<file path="src/rtl/serial_sub16.sv">
// rtl/serial_sub16.sv - bit-serial two's-complement subtractor with status flags
// Optional add/subtract select: define SERIAL_SUB16_ADD_MODE_EN to add the op port.
module serial_sub16 #(
  parameter int WIDTH = 16
) (
  input  logic             clk,
  input  logic             rst,
`ifdef SERIAL_SUB16_ADD_MODE_EN
  input  logic             op,
`endif
  input  logic             start,
  input  logic [WIDTH-1:0] x,
  input  logic [WIDTH-1:0] y,
  output logic             busy,
  output logic             done,
  output logic [WIDTH-1:0] z,
  output logic             sign,
  output logic             zero,
  output logic             borrow,
  output logic             parity,
  output logic             overflow
);

  localparam int CW = $clog2(WIDTH);

  typedef enum logic [1:0] {
    IDLE = 2'd0,
    RUN  = 2'd1,
    DONE = 2'd2
  } state_t;

  state_t           state_q, state_d;
  logic [WIDTH-1:0] x_sh_q, x_sh_d;
  logic [WIDTH-1:0] y_sh_q, y_sh_d;
  logic [WIDTH-1:0] r_sh_q, r_sh_d;
  logic             c_q, c_d;
  logic [CW-1:0]    cnt_q, cnt_d;
  logic             x_msb_q, x_msb_d;
  logic             y_msb_q, y_msb_d;
  logic             busy_q, busy_d;
  logic             done_q, done_d;
  logic [WIDTH-1:0] z_q, z_d;
  logic             sign_q, sign_d;
  logic             zero_q, zero_d;
  logic             borrow_q, borrow_d;
  logic             parity_q, parity_d;
  logic             overflow_q, overflow_d;

  // load_sub selects the operation being accepted; run_sub the one in flight
  logic load_sub;
  logic run_sub;
`ifdef SERIAL_SUB16_ADD_MODE_EN
  logic op_q, op_d;
  assign load_sub = op;
  assign run_sub  = op_q;
`else
  assign load_sub = 1'b1;
  assign run_sub  = 1'b1;
`endif

  logic             s_bit;
  logic             c_nxt;
  logic             last_bit;
  logic [WIDTH-1:0] res_full;

  assign s_bit    = x_sh_q[0] ^ y_sh_q[0] ^ c_q;
  assign c_nxt    = (x_sh_q[0] & y_sh_q[0]) | (x_sh_q[0] & c_q) | (y_sh_q[0] & c_q);
  assign last_bit = (cnt_q == CW'(WIDTH - 1));
  assign res_full = {s_bit, r_sh_q[WIDTH-1:1]};

  always_comb begin
    state_d    = state_q;
    x_sh_d     = x_sh_q;
    y_sh_d     = y_sh_q;
    r_sh_d     = r_sh_q;
    c_d        = c_q;
    cnt_d      = cnt_q;
    x_msb_d    = x_msb_q;
    y_msb_d    = y_msb_q;
    busy_d     = busy_q;
    done_d     = done_q;
    z_d        = z_q;
    sign_d     = sign_q;
    zero_d     = zero_q;
    borrow_d   = borrow_q;
    parity_d   = parity_q;
    overflow_d = overflow_q;
`ifdef SERIAL_SUB16_ADD_MODE_EN
    op_d       = op_q;
`endif

    case (state_q)
      IDLE, DONE: begin
        done_d  = 1'b0;
        state_d = IDLE;
        if (start) begin
          x_sh_d  = x;
          y_sh_d  = load_sub ? ~y : y;
          c_d     = load_sub;
          cnt_d   = '0;
          x_msb_d = x[WIDTH-1];
          y_msb_d = y[WIDTH-1];
          busy_d  = 1'b1;
          state_d = RUN;
`ifdef SERIAL_SUB16_ADD_MODE_EN
          op_d    = op;
`endif
        end
      end

      RUN: begin
        x_sh_d = x_sh_q >> 1;
        y_sh_d = y_sh_q >> 1;
        r_sh_d = res_full;
        c_d    = c_nxt;
        cnt_d  = cnt_q + CW'(1);
        if (last_bit) begin
          z_d      = res_full;
          sign_d   = res_full[WIDTH-1];
          zero_d   = (res_full == '0);
          parity_d = ~^res_full;
          borrow_d = run_sub ? ~c_nxt : c_nxt;
          // Subtraction overflows only for differing operand signs, addition only for equal ones
          if (run_sub) begin
            overflow_d = (x_msb_q != y_msb_q) && (res_full[WIDTH-1] != x_msb_q);
          end else begin
            overflow_d = (x_msb_q == y_msb_q) && (res_full[WIDTH-1] != x_msb_q);
          end
          busy_d  = 1'b0;
          done_d  = 1'b1;
          state_d = DONE;
        end
      end

      default: begin
        state_d = IDLE;
        busy_d  = 1'b0;
        done_d  = 1'b0;
      end
    endcase
  end

  always_ff @(posedge clk or posedge rst) begin
    if (rst) begin
      state_q    <= IDLE;
      x_sh_q     <= '0;
      y_sh_q     <= '0;
      r_sh_q     <= '0;
      c_q        <= 1'b0;
      cnt_q      <= '0;
      x_msb_q    <= 1'b0;
      y_msb_q    <= 1'b0;
      busy_q     <= 1'b0;
      done_q     <= 1'b0;
      z_q        <= '0;
      sign_q     <= 1'b0;
      zero_q     <= 1'b0;
      borrow_q   <= 1'b0;
      parity_q   <= 1'b0;
      overflow_q <= 1'b0;
`ifdef SERIAL_SUB16_ADD_MODE_EN
      op_q       <= 1'b1;
`endif
    end else begin
      state_q    <= state_d;
      x_sh_q     <= x_sh_d;
      y_sh_q     <= y_sh_d;
      r_sh_q     <= r_sh_d;
      c_q        <= c_d;
      cnt_q      <= cnt_d;
      x_msb_q    <= x_msb_d;
      y_msb_q    <= y_msb_d;
      busy_q     <= busy_d;
      done_q     <= done_d;
      z_q        <= z_d;
      sign_q     <= sign_d;
      zero_q     <= zero_d;
      borrow_q   <= borrow_d;
      parity_q   <= parity_d;
      overflow_q <= overflow_d;
`ifdef SERIAL_SUB16_ADD_MODE_EN
      op_q       <= op_d;
`endif
    end
  end

  assign busy     = busy_q;
  assign done     = done_q;
  assign z        = z_q;
  assign sign     = sign_q;
  assign zero     = zero_q;
  assign borrow   = borrow_q;
  assign parity   = parity_q;
  assign overflow = overflow_q;

endmodule
</file>
<file path="config.mk">
export PLATFORM = sky130hd
export DESIGN_NAME = serial_sub16
export DESIGN_NICKNAME = d
export VERILOG_FILES = /design/src/rtl/serial_sub16.sv
export SDC_FILE = /design/constraint.sdc
export NUM_CORES = 1
export LEC_CHECK = 0
export CAP_MARGIN = 10
export CORE_MARGIN = 2
export CORE_UTILIZATION = 51
export CTS_CLUSTER_SIZE = 8
export DETAILED_ROUTE_END_ITERATION = 10
export PLACE_DENSITY_LB_ADDON = 0.1
export SKIP_LAST_GASP = 1
export SYNTH_ARGS = -nofsm -noshare
export SYNTH_HDL_FRONTEND = slang
export SYNTH_SLANG_ARGS = --single-unit
</file>
<file path="constraint.sdc">
create_clock -name clk -period 2.7 [get_ports clk]
set_input_delay 0.54 -clock clk [delete_from_list [all_inputs] [get_ports clk]]
set_output_delay 0.54 -clock clk [all_outputs]
set_load 0.01 [all_outputs]
</file>
==> results of run 1 <==
[power breakdown]
part	internal (mW)	leakage (nW)	total [mW]	switching [mW]
combinational	1.06	0.817	2.10	1.04
clock	0.536	0.112	0.934	0.398
sequential	1.65	0.978	1.94	0.287
[worst max-delay path: cells and delay by family (launching register included)]
kind | cells | cell delay [ns]
and+or+nand+nor | 2 | 0.60
AOI/OAI and AO/OA | 1 | 0.12
buffers and inverters | 1 | 0.06
adders and majority gates | 1 | 0.71
DFF | 1 | 0.33
[Yosys cell counts, types with 4 or more instances]
cell,number
a22oi_1,15
o21ai_1,22
nor2_1,18
buf_4,5
nand2_1,81
buf_2,6
o21ai_0,16
a221o_1,16
buf_6,4
ha_1,8
dfrtp_1,77
inv_1,18
clkbuf_1,4
xnor2_1,4
[registers in the layout, summed over array words and instances, names as in the netlist, 2 cells and up]
register and flops:
cnt_q 4, y_sh_q 16, state_q 2, x_sh_q 16, z 16, r_sh_q 15
[through the flow]
| step | utilization | setup WS [ns] | hold slack (ns) |
|---|---|---|---|
| after detailed placement | 0.614 | 0.579 | 0.462 |
| after CTS | 0.648 | 0.790 | 0.479 |
| after floorplan | - | 0.193 | 0.446 |
| final | 0.648 | 0.808 | 0.475 |
| after global routing | 0.648 | 0.639 | 0.498 |
| after global placement | 0.614 | 0.595 | 0.456 |
[how the worst max path moves through the flow]
| stage | slack [ns] | depth (start not counted) | to |
|---|---|---|---|
| global placement | 0.60 | 4 | y_sh_q[8] |
| floorplan | 0.19 | 1 | borrow |
| global route | 0.64 | 5 | zero |
| finish | 0.81 | 5 | zero |
| CTS | 0.79 | 5 | zero |
| detailed placement | 0.58 | 4 | y_sh_q[12] |
[cells by family (layout without fill, tap and decap cells)]
| logic type | Yosys count | after routing |
|---|---|---|
| buf+inv | 38 | 95 |
| compound gates | 71 | 71 |
| flops | 77 | 77 |
| simple gates | 114 | 114 |
| fa+ha+maj | 9 | 9 |
| xor+xnor | 7 | 7 |
[cell type report]
type,instances,area [sq um]
multi-input combinational,201,1150
clock buffer,10,138
clock inverter,5,75.1
fill,525,2210
sequential,77,1930
inverter,19,71.3
timing repair buffer,61,613
tap,77,96.3
[routing by layer]
layer | GRT usage | wire length [um]
met3 | 0.0386 | 204
met5 | 0 | 0
met1 | 0.249 | 2860
met2 | 0.275 | 2820
met4 | 0.0748 | 56
==> impl_metrics.tcl, run 1 <==
set metrics [dict create \
    synth.top_cell.area_share 0.589 \
    status "finished clean" \
    worstSetupStartpoint "x_sh_q[0]" \
    final_cell_mix "nand2_1 (81), dfrtp_1 (77), clkdlybuf4s50_1 (57)" \
    synth_compound_area_frac 0.146 \
    min_to "r_sh_q[13]" \
    powerDensity_nw_per_um2 1220 \
    num_rows 29 \
    cts_tree "yes" \
    drv_cap 0 \
    crit_fanout 6 \
    root_buffer "clkbuf_8" \
    final-setup-viol-count 0 \
    hp-class "reg2reg" \
    fin_crit_ns 1.89 \
    grt.total_usage 0.179 \
    start_util 0.521 \
    drc_errors 0 \
    postLayoutCellArea_sq_um 4070 \
    min_from "r_sh_q[14]" \
    place_congestion 0.760 \
    critPathArrivalTime_ns 2.15 \
    cp-end-kind "flip-flop" \
    yosys.area_share.simple 0.145 \
    start_kind "flip-flop" \
    yosys_warnings 0 \
    dp_hpwl_um 3920 \
    ctsLongestPathBuffers 2 \
    synthArstFlopShare 1.00 \
    synth_cells 316 \
    postPlaceCellArea_sq_um 3860 \
    worstMarginPinSlew_ns 0.782 \
    clock_latency_ns 0.33 \
    fmax_mhz 528 \
    reg2reg_slack_ns 0.81 \
    synth_top_family_by_area "compound AO/OA/AOI/OAI gates" \
    wirelength_um 5930 \
    cts.reportedPaths.clkPinSlew_ns 0.07 \
    cts_resized 0 \
    die_h_um 84.1 \
    worstReg2RegStart "x_sh_q[0]" \
    via_count 2369 \
    firstDrtPassIters 4 \
    cts-buffers-inserted 9 \
    final_cells 450 \
    synth_area_leaders "dfrtp_1 (59%), nand2_1 (9.3%), a221o_1 (4.9%), a22oi_1 (3.4%), o21ai_1 (3.4%)" \
    cts_num_sinks 77 \
    hold_viol 0 \
    p_leak_nw 1.91 \
    synth.largest_area_cell "dfrtp_1" \
    hold_buffers 0 \
    final_layout_size_suffix_gt1_frac 0.0643 \
    ios 58 \
    die_w_um 84.1 \
    antenna_found_initial 0 \
    report.final.slew_viol_count 0 \
    worst-setup-path-type "reg2reg" \
    hold_depth 2 \
    synthMuxAreaShare 0 \
    fin_tns_setup_ns 0 \
    post_cts_buffers 0 \
    routedWlPerCell_um 13.2 \
    drt_iter0_markers 137 \
    htree_levels 3 \
    synthXorXnorAreaFrac 0.0229 \
    ys_types 31 \
    ys_seq_area_frac 0.589 \
    slowest_delay_ns 0.71 \
    reg2reg_depth 5 \
    final.setup_skew_ns 0.00436 \
    synth.avg_cell_area_sq_um 10.4 \
    rsz0062_at_grt "no" \
    relSlewSlack 0.479 \
    netlist_area_sq_um 3270 \
    overflow 0 \
    grt_pass1_wl_um 10100 \
    first_global_vias 2184 \
    syn_nets 360 \
    insertedDiodeCount 0 \
    vias_per_cell 5.26 \
    dieArea_sq_um 7070 \
    ant_nets 0 \
    cp_slowest_cell "fa_1" \
    synth-edff-count 0 \
    finalCritPeriodShare 0.701 \
    grt_max_degree 78 \
    syn2layout_area_growth_pct 24.3 \
    dp.cells 435 \
    synthAdderAreaFrac 0.0367 \
    placement.io_buffers 57 \
    ys_seq_elements 77 \
    path_cells "inv_1 -> fa_1 -> nand2_1 -> or4_1 -> o21ai_1" \
    fin_nets 413 \
    required_ns 2.96 \
    power_mw 4.97 \
    ys.flop_type "dfrtp_1" \
    ir_drop_mv 0.796 \
    final_common_cell "nand2_1" \
    r2r_end "zero" \
    core-area_sq_um 6280 \
]
Note: power is estimated with default switching activity, not from simulation.
==> run 2: changes to the inputs <==
CORE_UTILIZATION = 47   (was 51)
clock period = 1.6 ns   (was 2.7 ns; I/O delays follow)
==> run 2 against run 1 <==
  * The run now ends with setup timing left
  * Sequential power rose by 70%
  * Global-route usage grew 0.58 points
  * Largest power group unchanged
  * Final cell count up 6.4%
  * Clock power increased by 69%
  * Clock-buffer cell count unchanged
  * Critical path type unchanged
==> impl_metrics.tcl, run 2 (synthesis results as in run 1) <==
set metrics [dict create \
    status "complete, but fails checks" \
    failed_checks "setup timing" \
    grt_pass1_wl_um 10900 \
    slowest_delay_ns 0.60 \
    path_cells "inv_2 -> fa_2 -> nand2_1 -> or4_1 -> o21ai_1" \
    wl_met3_um 218 \
    dp_hpwl_um 4330 \
    worst-path-buf-inv 1 \
    grt.total_usage 0.185 \
    clock_latency_ns 0.34 \
    setup_ws_ns -0.106 \
    relSlewSlack 0.733 \
    via_count 2461 \
    die_h_um 87.5 \
    final_layout_size_suffix_gt1_frac 0.158 \
    fin_nets 439 \
    first_global_vias 2300 \
    antenna_found_initial 0 \
    r2r_end "zero" \
    syn2layout_area_growth_pct 33.8 \
    insertedDiodeCount 0 \
    placement.io_buffers 57 \
    start_kind "flip-flop" \
    die_w_um 87.5 \
    crit_fanout 4 \
    pre_cts_ws_ns -0.168 \
    final-setup-viol-count 3 \
    cts_num_sinks 77 \
    reg2reg_depth 5 \
    powerDensity_nw_per_um2 2100 \
    hp-class "in2async" \
    worst-setup-path-type "reg2reg" \
    reg2reg_slack_ns -0.11 \
    final_common_cell "nand2_1" \
    cts_tree "yes" \
    cp-end-kind "flip-flop" \
    met2_wirelength_um 3000 \
    root_buffer "clkbuf_8" \
    place_congestion 0.765 \
    grt_max_degree 78 \
    htree_levels 3 \
    p_leak_nw 2.10 \
    drv_cap 0 \
    vias_per_cell 5.14 \
    ctsLongestPathBuffers 2 \
    fmax_mhz 586 \
    num_rows 30 \
    ir_drop_mv 0.741 \
    postPlaceCellArea_sq_um 4060 \
    routedWlPerCell_um 13.4 \
    cts-buffers-inserted 9 \
    core-area_sq_um 6760 \
    worstReg2RegStart "c_q" \
    drc_errors 0 \
    report.final.slew_viol_count 0 \
    overflow 0 \
    fin_tns_setup_ns -0.238 \
    ios 58 \
    top_layer_used "met4" \
    firstDrtPassIters 4 \
    worstMarginPinSlew_ns 0.401 \
    cp_slowest_cell "fa_2" \
    start_util 0.484 \
    wl_met1_um 3130 \
    wirelength_um 6430 \
    final_cell_mix "nand2_1 (81), dfrtp_1 (77), clkdlybuf4s50_1 (50)" \
    dp.cells 459 \
    ant_nets 0 \
    final_cells 479 \
    critPathArrivalTime_ns 1.97 \
    rsz0062_at_grt "yes" \
    fin_crit_ns 1.71 \
    hold_viol 0 \
    dieArea_sq_um 7650 \
    final.setup_skew_ns 0.00627 \
    cts.reportedPaths.clkPinSlew_ns 0.07 \
    drt_iter0_markers 120 \
    required_ns 1.87 \
    postLayoutCellArea_sq_um 4380 \
    fin_util 0.648 \
    critical_path.top_delay_family "adder cells" \
    finalCritPeriodShare 1.07 \
]
## run 2: timing repair
action | in CTS | in global routing
buffers inserted | 3 | 2
endpoints found under the setup margin | 6 | 11
hold buffers | 0 | 0
gates resized for setup | 14 | 6
pin swaps | 11 | 2
cloned | 0 | 0
## run 2: metrics by stage
step                total power, mW  hold WS [ns]
finish                         9.21         0.443
global route                   9.95         0.462
CTS                            9.18         0.455
detailed placement             7.31         0.464
global placement               7.19         0.458
floorplan                      5.87         0.415
## run 2: layer usage
metal	track usage	vias to the layer above
met5	0	-
met4	0.0839	0
met3	0.0294	8
met2	0.288	52
met1	0.255	1175
li1	-	1226
## run 2: worst min-delay path, stage by stage
cell	delay, ns
clkdlybuf4s50_1	0.44
clkinvlp_4	0.10
buf_12	0.34
## run 2: worst max path at each step
stage | start | end | slack [ns] | depth (start not counted)
4_1_cts | c_q | zero | -0.1 | 5
2_1_floorplan | y_sh_q[0] | zero | -0.09 | 5
3_5_place_dp | y_sh_q[0] | zero | -0.17 | 5
3_3_place_gp | start | y_sh_q[8] | -0.11 | 6
5_1_grt | c_q | zero | -0.17 | 5
6_report | c_q | zero | -0.11 | 5
## run 2: area by class of cell
type                    instances  area (sq um)
repair buffers                 87           852
clock buffers                  10           138
inverters                      19          75.1
well taps                      80           100
fillers                       572          2380
multi-input cells             201          1210
clock inverters                 5          75.1
flip-flops and latches         77          1930
## run 2: power by group
part           switching (mW)  internal (mW)  total [mW]
Combinational            1.99           2.36        4.35
Sequential              0.493           2.79        3.29
Clock                   0.672          0.904        1.58
